**src/rtl/four_bit_pingpong_buffer_if.sv**
```systemverilog
// Handshake and bank-output bundle between a producer/consumer and the ping-pong buffer.
interface four_bit_pingpong_buffer_if #(
  parameter int unsigned DATA_WIDTH = 4
);
  logic [DATA_WIDTH-1:0] in_data;
  logic                  in_valid;
  logic                  in_ready;
  logic                  out_ready;
  logic                  out_valid;
  logic [DATA_WIDTH-1:0] bank_0;
  logic [DATA_WIDTH-1:0] bank_1;
  logic                  select;
  logic [1:0]            count;

  modport master (
    output in_data, in_valid, out_ready,
    input  in_ready, out_valid, bank_0, bank_1, select, count
  );

  modport slave (
    input  in_data, in_valid, out_ready,
    output in_ready, out_valid, bank_0, bank_1, select, count
  );
endinterface

```
**src/rtl/four_bit_pingpong_buffer.sv**
```systemverilog
// Two-entry ping-pong buffer feeding a 2x1 mux: banks are written alternately and
// select always points at the oldest unread word.
module four_bit_pingpong_buffer #(
  parameter int unsigned DATA_WIDTH = 4
) (
  input logic                      clk,
  input logic                      rst_n,
  four_bit_pingpong_buffer_if.slave bus
);

  localparam int unsigned DW = DATA_WIDTH;

  logic [1:0]    full_q,  full_d;
  logic          wr_sel_q, wr_sel_d;
  logic          sel_q,   sel_d;
  logic [DW-1:0] bank0_q, bank0_d;
  logic [DW-1:0] bank1_q, bank1_d;
  logic          in_ready_q,  in_ready_d;
  logic          out_valid_q, out_valid_d;
  logic [1:0]    count_q,     count_d;
  logic          wr_fire, rd_fire;

  // Handshakes qualify only against registered flags, so no input reaches an output.
  assign wr_fire = bus.in_valid  && in_ready_q;
  assign rd_fire = bus.out_ready && out_valid_q;

  // Next-state: read frees the selected bank, write fills the write-pointer bank.
  // The two never collide since a writable bank is empty and a readable one is full.
  always_comb begin
    full_d   = full_q;
    wr_sel_d = wr_sel_q;
    sel_d    = sel_q;
    bank0_d  = bank0_q;
    bank1_d  = bank1_q;

    if (rd_fire) begin
      full_d[sel_q] = 1'b0;
      sel_d         = ~sel_q;
    end

    if (wr_fire) begin
      full_d[wr_sel_q] = 1'b1;
      wr_sel_d         = ~wr_sel_q;
      if (wr_sel_q) bank1_d = bus.in_data;
      else          bank0_d = bus.in_data;
    end

    in_ready_d  = ~full_d[wr_sel_d];
    out_valid_d = full_d[sel_d];
    count_d     = 2'(full_d[0]) + 2'(full_d[1]);
  end

  // State and status flags, registered together so status always matches state.
  always_ff @(posedge clk or negedge rst_n) begin
    if (!rst_n) begin
      full_q      <= '0;
      wr_sel_q    <= 1'b0;
      sel_q       <= 1'b0;
      bank0_q     <= '0;
      bank1_q     <= '0;
      in_ready_q  <= 1'b1;
      out_valid_q <= 1'b0;
      count_q     <= '0;
    end else begin
      full_q      <= full_d;
      wr_sel_q    <= wr_sel_d;
      sel_q       <= sel_d;
      bank0_q     <= bank0_d;
      bank1_q     <= bank1_d;
      in_ready_q  <= in_ready_d;
      out_valid_q <= out_valid_d;
      count_q     <= count_d;
    end
  end

  assign bus.in_ready  = in_ready_q;
  assign bus.out_valid = out_valid_q;
  assign bus.count     = count_q;
  assign bus.select    = sel_q;
  assign bus.bank_0    = bank0_q;
  assign bus.bank_1    = bank1_q;

endmodule

```
**src/flat_wrapper.sv**
```systemverilog
// flat-port wrapper written by rule: the top's interface ports become plain ports
module four_bit_pingpong_buffer_flat 
#(
  parameter int unsigned DATA_WIDTH = 4
)
  (clk, rst_n, bus_in_data, bus_in_valid, bus_out_ready, bus_in_ready, bus_out_valid, bus_bank_0, bus_bank_1, bus_select, bus_count);
  four_bit_pingpong_buffer_if #(.DATA_WIDTH(DATA_WIDTH)) bus_i ();
  input logic clk;
  input logic rst_n;
  input wire logic [$bits(bus_i.in_data)-1:0] bus_in_data;
  input wire logic [$bits(bus_i.in_valid)-1:0] bus_in_valid;
  input wire logic [$bits(bus_i.out_ready)-1:0] bus_out_ready;
  output wire logic [$bits(bus_i.in_ready)-1:0] bus_in_ready;
  output wire logic [$bits(bus_i.out_valid)-1:0] bus_out_valid;
  output wire logic [$bits(bus_i.bank_0)-1:0] bus_bank_0;
  output wire logic [$bits(bus_i.bank_1)-1:0] bus_bank_1;
  output wire logic [$bits(bus_i.select)-1:0] bus_select;
  output wire logic [$bits(bus_i.count)-1:0] bus_count;
  assign bus_i.in_data = bus_in_data;
  assign bus_i.in_valid = bus_in_valid;
  assign bus_i.out_ready = bus_out_ready;
  assign bus_in_ready = bus_i.in_ready;
  assign bus_out_valid = bus_i.out_valid;
  assign bus_bank_0 = bus_i.bank_0;
  assign bus_bank_1 = bus_i.bank_1;
  assign bus_select = bus_i.select;
  assign bus_count = bus_i.count;
  four_bit_pingpong_buffer #(.DATA_WIDTH(DATA_WIDTH)) u_core (.clk(clk), .rst_n(rst_n), .bus(bus_i));
endmodule
```
**config.mk**
```make
export PLATFORM = sky130hd
export DESIGN_NAME = four_bit_pingpong_buffer_flat
export DESIGN_NICKNAME = d
export VERILOG_FILES = /design/src/rtl/four_bit_pingpong_buffer_if.sv /design/src/rtl/four_bit_pingpong_buffer.sv /design/src/flat_wrapper.sv
export SDC_FILE = /design/constraint.sdc
export NUM_CORES = 1
export LEC_CHECK = 0
export CAP_MARGIN = 20
export CORE_MARGIN = 2
export CORE_UTILIZATION = 30
export DETAILED_ROUTE_END_ITERATION = 16
export DONT_BUFFER_PORTS = 1
export PLACE_DENSITY = 0.43
export SLEW_MARGIN = 20
export SYNTH_ARGS = -nofsm -noshare
export SYNTH_HDL_FRONTEND = slang
export SYNTH_SLANG_ARGS = --single-unit
```
**constraint.sdc**
```tcl
create_clock -name clk -period 1.7 [get_ports clk]
set_clock_uncertainty 0.1 [all_clocks]
set_input_delay 0.34 -clock clk [delete_from_list [all_inputs] [get_ports clk]]
set_output_delay 0.34 -clock clk [all_outputs]
set_load 0.01 [all_outputs]
```
* Word level (Yosys, flattened, before mapping)
Cells that the tools add are included.
Storage, ports and cells: word-level logic and storage cells 39, output and inout bits 13, bits in registers 16
Cells by class: reductions and logical operators 6, $lt $le $gt $ge 6, add/subtract/negate cells 1, bitwise operators 6, multiplexer cells 12
Operators by type and width (count):
- < comparator 1 x 2 -> 1 bit, second input constant | 4
- 2-to-1 mux 1 bit | 8
- logical AND 1 bit | 4
- 2-to-1 mux 2 bit | 2
- AND reduction 2 bit | 2
- inverter 1 bit | 3
- adder 1 x 1 -> 2 bit | 1
- AND 2 bit | 1
- demux 1 bit (select 1 bit) | 2
- greater-or-equal comparator 1 bit, second input constant | 2
- inverter 2 bit | 1
- OR 2 bit | 1

* Logic depth before layout (Yosys ltp)
depth after elaboration 12, gate-level depth with buffers 4, depth with buffers taken out 4

* Worst setup path after synthesis
No wires, ideal clock.
kind register to register, start register u_core.in_ready_q, in the netlist u_core.bus.in_ready, end register u_core.bank1_q[0], in the netlist u_core.bus.bank_1[0], clock period less this slack 1509 ps, data arrival time 1284 ps, stages on the path, launching flop included 4, setup slack 191 ps, cells stage by stage dfstp_2 > and2_1 > ha_1 > mux2_2
On the way: longest elaborated chain between the ends 2
RTL lines:
- from (decl) | RTL line four_bit_pingpong_buffer.sv:18 | logic in_ready_q, in_ready_d;
- from (signal assigned) | RTL line four_bit_pingpong_buffer.sv:70 | in_ready_q <= in_ready_d;
- logical AND 1 bit | RTL line four_bit_pingpong_buffer.sv:24 | assign wr_fire = bus.in_valid && in_ready_q;
- AND reduction 2 bit (no line)
- to (signal assigned) | RTL line four_bit_pingpong_buffer.sv:69 | bank1_q <= bank1_d;
- to (decl) | RTL line four_bit_pingpong_buffer.sv:17 | logic [DW-1:0] bank1_q, bank1_d;
No other way between the ends. A chain may end at the register's enable or synchronous reset.

* Worst setup path after layout
start register u_core.in_ready_q, in the netlist u_core.bus.in_ready, end register u_core.bank0_q[2], in the netlist u_core.bus.bank_0[2]
On the way: longest elaborated chain between the ends 2
RTL lines:
- logical AND 1 bit | RTL line four_bit_pingpong_buffer.sv:24
- AND reduction 2 bit (no line)
- to (signal assigned) | RTL line four_bit_pingpong_buffer.sv:68 | bank0_q <= bank0_d;
- to (decl) | RTL line four_bit_pingpong_buffer.sv:16 | logic [DW-1:0] bank0_q, bank0_d;
No other way between the ends.

==> flow_summary_export.csv <==
group,metric,value,unit
power_and_ir_drop,ir_drop,0.0006787,V
floorplanning,num_rows,17,
yosys,post_synth.cell_area_avg,13.66,um^2
cts,cts.clk_slew.worst_paths,0.09,ns
cts,clock-root-buffer,"sky130_fd_sc_hd__clkbuf_4",
worst_setup_path,critical_path.startpoint_type,"flip-flop",
cts,postCtsResizedCells,0,
timing,relSlewSlack,0.5300,
floorplanning,die-width,51.72,um
worst_setup_path,worstPathMaxFanout,4,
yosys,area_share_of_the_largest_cell_type_after_synthesis,0.5495,
cts,tritoncts.num_buffers,3,
worst_setup_path,critical_path_required,1.77,ns
global_routing,grt_pass1_wl,1842,um
cts,hold_buffers,1,
timing,finalMaxSlewViolations,0,
placement,hpwl,870.2,um
yosys,netlist.top_cell.by_area,"sky130_fd_sc_hd__dfrtp_1",
yosys,yosys_most_used_dff,"sky130_fd_sc_hd__dfrtp_1",
power_and_ir_drop,seqPwrFrac,0.537,
global_routing,grt_antenna_before_repair,0,
yosys,number_of_cells_produced_by_synthesis,50,
route,detailedRoute.firstIterationViolations,9,
yosys,synth_cell_types,21,
hold_path,hold_path_class,"in2reg",
cts,clock_tree_from_tritoncts,"built",
timing,timing.hold.ws,0.1036,ns
floorplanning,fp.coreArea,2191,um^2
yosys,ys_warn_count,0,
global_routing,grt_pass1_vias,403,
floorplanning,floorplan.die_area,2675,um^2
floorplanning,initial_core_util,0.3118,
worst_setup_path,worstPathArrival,1.65,ns
yosys,syn-num-nets,60,
cts,cts-htree-levels,1,
floorplanning,ios,21,
final_layout,antenna_diode_count,0,
global_routing,largest_net_degree_at_the_start_of_global_routing,17,
final_layout,layout_cell_share_with_drive_strength_beyond_1,0.3158,
timing,period_share,0.9292,
timing,setup_viol,0,
worst_setup_path,critPathKind,"reg2reg",
route,remaining_drc_errors,0,
yosys,synth_sequential_area_ratio,0.5879,
worst_setup_path,timing.critical_path.to_type,"flip-flop",
floorplanning,die-height,51.72,um
cts,cts_setup_buffers,0,
final_layout,final_cell_area,769.5,um^2
power_and_ir_drop,share_clk_of_total_power,0.136,
yosys,postSynthRegisterBits,16,
yosys,synth.top_cells.by_area,"sky130_fd_sc_hd__dfrtp_1 55%, sky130_fd_sc_hd__mux2_2 13%, sky130_fd_sc_hd__dfstp_2 3.8%",
timing,fin_crit,1.580,ns
route,drt.antenna.violating_nets,0,
route,routed_wire_length_per_instance,13.42,um
placement,dpl.cell_count,80,
global_routing,grt_util_all_layers,0.09823,
timing,grt_setup_unrepaired,"false",
route,vias_per_cell,4.929,
route,totalWireLength,1141,um
power_and_ir_drop,p_leak,0.3557,nW
cts,clk_latency,0.28,ns
placement,port_buffer_count,0,
power_and_ir_drop,sw_frac_of_total,0.3532,
timing,tightestPinTransition,0.7027,ns
cts,tritoncts_num_sinks,16,
final_layout,layout-area-overhead-vs-synth,12.64,%
power_and_ir_drop,pwr_density_cell,1944,nW/um^2
final_layout,number_of_fill_cells,211,
global_routing,grt_overflow_total,0,
power_and_ir_drop,internal-power,0.0009675,W
yosys,yosysMostFrequentCell,"sky130_fd_sc_hd__dfrtp_1",
timing,setup_tns,0,ns
run_status,run_status,"completed",
final_layout,design.final.nets,68,
final_layout,layout.cells.non_filler,85,
timing,max_freq,0.6331,GHz
placement,place.gp.congestion,0.6579,
power_and_ir_drop,pwr-share-comb,0.327,
power_and_ir_drop,power.switching,0.0005283,W
cts,cts-root-to-sink-buffers,2,
route,firstDrtPassIters,4,
route,route.vias.total,419,
yosys,synthTopCellsByCount,"15 x sky130_fd_sc_hd__dfrtp_1, 8 x sky130_fd_sc_hd__mux2_2, 4 x sky130_fd_sc_hd__nand2_1, 4 x sky130_fd_sc_hd__nand3_1",
placement,postPlaceCellArea,733.2,um^2
yosys,syn-cell-area,683.2,um^2
timing,timing.final.hold_violations,0,
yosys,number_of_synthesized_flops_with_an_enable_pin,0,
power_and_ir_drop,power.total,0.001496,W
run,cap_violations,0,
yosys,async_reset_ff_frac,1.000,
==> power groups by stage <==
stage	combinational (W)	clock, W	sequential [W]
detailed placement	0.000492	0	0.000819
global placement	0.000483	0	0.000816
floorplan	0.000388	0	0.000791
global route	0.000552	0.000236	0.000835
CTS	0.000501	0.000219	0.000810
finish	0.000489	0.000203	0.000804
==> critical path, cell delays in order, from the launching register on <==
cell and delay, ns:
sky130_fd_sc_hd__dfstp_2 0.53, sky130_fd_sc_hd__and2_1 0.18, sky130_fd_sc_hd__ha_1 0.30, sky130_fd_sc_hd__mux2_2 0.36
==> per-layer routing <==
layer	GRT usage	wire length [um]	up-vias
met5	0	0	-
met3	0.05460	98	2
met1	0.1121	497	196
met4	0.03947	14	0
met2	0.1517	531	21
li1	-	-	200
==> sequential cells by signal (all words and copies together) (netlist names) <==
name and count:
u_core.bus.bank_0 4, u_core.wr_sel_q 1, u_core.bus.out_valid 1, u_core.bus.bank_1 4, u_core.bus.select 1, u_core.bus.in_ready 1
u_core.full_q 2, u_core.bus.count 2
==> per-stage QoR <==
stage	util	setup slack [ns]
2_1_floorplan	-	0.1912
3_3_place_gp	0.3347	0.1307
3_5_place_dp	0.3347	0.1056
4_1_cts	0.3512	0.09933
5_1_grt	0.3512	0.01679
6_report	0.3512	0.1204
==> kinds of logic after synthesis <==
family,synth area share
muxes,0.1319
DFF,0.5879
and+or+nand+nor,0.1429
AOI/OAI and AO/OA,0.08976
adders and majority gates,0.03662
buffers and inverters,0.01099
==> final cells by class <==
type / instances / area, um^2 / share of cell area
Tap cell: 28 / 35.03 / 0.04553
Multi-Input combinational cell: 32 / 274.0 / 0.3561
Sequential cell: 16 / 401.6 / 0.5220
Inverter: 2 / 7.507 / 0.009756
Timing Repair Buffer: 3 / 25.02 / 0.03252
Clock buffer: 4 / 26.28 / 0.03415
==> worst paths after layout <==
check	start	to	slack, ns	cells past startpoint
max	u_core.bus.in_ready$_DFF_PN1_	u_core.bus.bank_0[2]$_DFFE_PN0P_	0.12	3
min	bus_in_data[1]	u_core.bus.bank_1[1]$_DFFE_PN0P_	0.10	1
max reg2reg	u_core.bus.in_ready$_DFF_PN1_	u_core.bus.bank_0[2]$_DFFE_PN0P_	0.12	3
min reg2reg	u_core.bus.bank_0[1]$_DFFE_PN0P_	u_core.bus.bank_0[1]$_DFFE_PN0P_	0.48	1
max in group asynchronous	rst_n	u_core.bus.select$_DFF_PN0_	0.61	1
min in group asynchronous	rst_n	u_core.bus.bank_1[1]$_DFFE_PN0P_	0.44	1
==> placed cells by master, fill, tap and decap left out, types with 2 or more instances in the layout <==
master | netlist | final
sky130_fd_sc_hd__dfrtp_1 | 15 | 15
sky130_fd_sc_hd__mux2_2 | 8 | 8
sky130_fd_sc_hd__nand2_1 | 4 | 4
sky130_fd_sc_hd__nand3_1 | 4 | 4
sky130_fd_sc_hd__clkbuf_4 | 0 | 3
sky130_fd_sc_hd__inv_1 | 2 | 2
sky130_fd_sc_hd__ha_1 | 2 | 2
sky130_fd_sc_hd__buf_4 | 0 | 2
Note: power is estimated with default switching activity, not from simulation.
==> edit (same flow settings) <==
`DATA_WIDTH` is set to 4 in 3 places; all go to 5.
--- a/src/rtl/four_bit_pingpong_buffer_if.sv
+++ b/src/rtl/four_bit_pingpong_buffer_if.sv
@@ -2,3 +2,3 @@
 interface four_bit_pingpong_buffer_if #(
-  parameter int unsigned DATA_WIDTH = 4
+  parameter int unsigned DATA_WIDTH = 5
 );
--- a/src/rtl/four_bit_pingpong_buffer.sv
+++ b/src/rtl/four_bit_pingpong_buffer.sv
@@ -3,3 +3,3 @@
 module four_bit_pingpong_buffer #(
-  parameter int unsigned DATA_WIDTH = 4
+  parameter int unsigned DATA_WIDTH = 5
 ) (
--- a/src/flat_wrapper.sv
+++ b/src/flat_wrapper.sv
@@ -3,3 +3,3 @@
 #(
-  parameter int unsigned DATA_WIDTH = 4
+  parameter int unsigned DATA_WIDTH = 5
 )
Ports: changed (resized bus_bank_0, bus_bank_1 and bus_in_data); port bits go from 21 to 24. No check against the original RTL was run, so the function may have changed too.
==> edit against the original RTL <==
Synthesized area increased by 8.6%. Worst setup slack got worse by 39 ps. Total power increased by 11%. Final area increased by 8.3%. Routed wire length increased by 15%. Critical path depth unchanged. Sequential cell count increased by 2. Non-clock buffer count decreased by 1. Critical path type unchanged. Critical endpoint is now u_core.bus.bank_0[0]$_DFFE_PN0P_. Highest routed layer unchanged.
==> edit: results (changes against the original RTL) <==
| Metric | Value |
|---|---|
| Pleak | 0.3708 nW (was 0.3557 nW) |
| Met1 WL | 586 um (was 497 um) |
| Met2 wire len | 603 um (was 531 um) |
| Routability cong. | 0.6721 (was 0.6579) |
| Vias | 447 (was 419) |
| GRT Util Overall | 11.02% (was 9.823%) |
| Clock buf/inv share | 4.354% (was 3.415%) |
| Status | complete, no violations (unchanged) |
| Seq/Total Area, Yosys | 60.88% (was 58.79%) |
| Count of multi-input gates | 33 (was 32) |
| # fillers | 243 (was 211) |
| Clock power frac | 15.7% (was 13.6%) |
| Largest net degree at the start of global routing | 19 (was 17) |
| Reg power frac | 54.1% (was 53.7%) |
| Footprint of the multi-input gates | 279.0 sq um (was 274.0 sq um) |
| Post-Place Cells | 85 (was 80) |
| Non-clk bufs | 2 (was 3) |
| Synth Area in Adders | 3.373% (was 3.663%) |
| Proportion of layout cells with a drive suffix above 1 | 30.00% (was 31.58%) |
| Compound-Gate Fraction of Synth Area | 7.757% (was 8.974%) |
| Area after DPL | 787.0 sq um (was 733.2 sq um) |
| Slack of the critical path | 81.30 ps (was 120.4 ps) |
| Critical R2R Capture | u_core.bus.bank_0[0]$_DFFE_PN0P_ (was u_core.bus.bank_0[2]$_DFFE_PN0P_) |
| Mux share of post-synthesis cell area | 15.18% (was 13.19%) |
| Synth top area cells | dfrtp_1 (57%), mux2_2 (15%), dfstp_2 (3.5%), ha_1 (3.4%), nand3_1 (2.0%) (was dfrtp_1 (55%), mux2_2 (13%), dfstp_2 (3.8%), ha_1 (3.7%), nand3_1 (2.9%)) |
| Inverters | 3 (was 2) |
| Worst slew margin | 46.32% (was 53.00%) |
| Fraction of area in registers | 54.20% (was 52.20%) |
| Power Density | 1985 nW/um^2 (was 1944 nW/um^2) |
| Peak VDD IR | 0.0008989 V (was 0.0006787 V) |
| Place WS | 52.72 ps (was 105.6 ps) |
## edit: what timing repair did
| item | 4_1_cts | 5_1_grt |
|---|---|---|
| setup buffers | 0 | 0 |
| endpoints found under the hold margin | 18 | 0 |
| hold buffers | 1 | 0 |
## edit: metal layers
| layer | vias up | GRT usage (%) |
|---|---|---|
| met5 | - | 0 |
| met4 | 0 | 2.564 |
| met3 | 2 | 6.944 |
| met2 | 17 | 17.68 |
| met1 | 218 | 12.22 |
| li1 | 210 | - |
## edit: logic make-up (layout without fill, tap and decap cells)
family	count (synthesis)	count (layout)
AO/OA/AOI/OAI	8	8
adder cells (fa/ha/maj)	2	2
buffers and inverters	3	9
flip-flops	18	18
multiplexers	10	10
AND/OR/NAND/NOR	13	13
## edit: critical path: stages (launching register included)
cell and delay [ps]:
dfstp_2 540, and2_1 180, ha_1 320, mux2_2 370
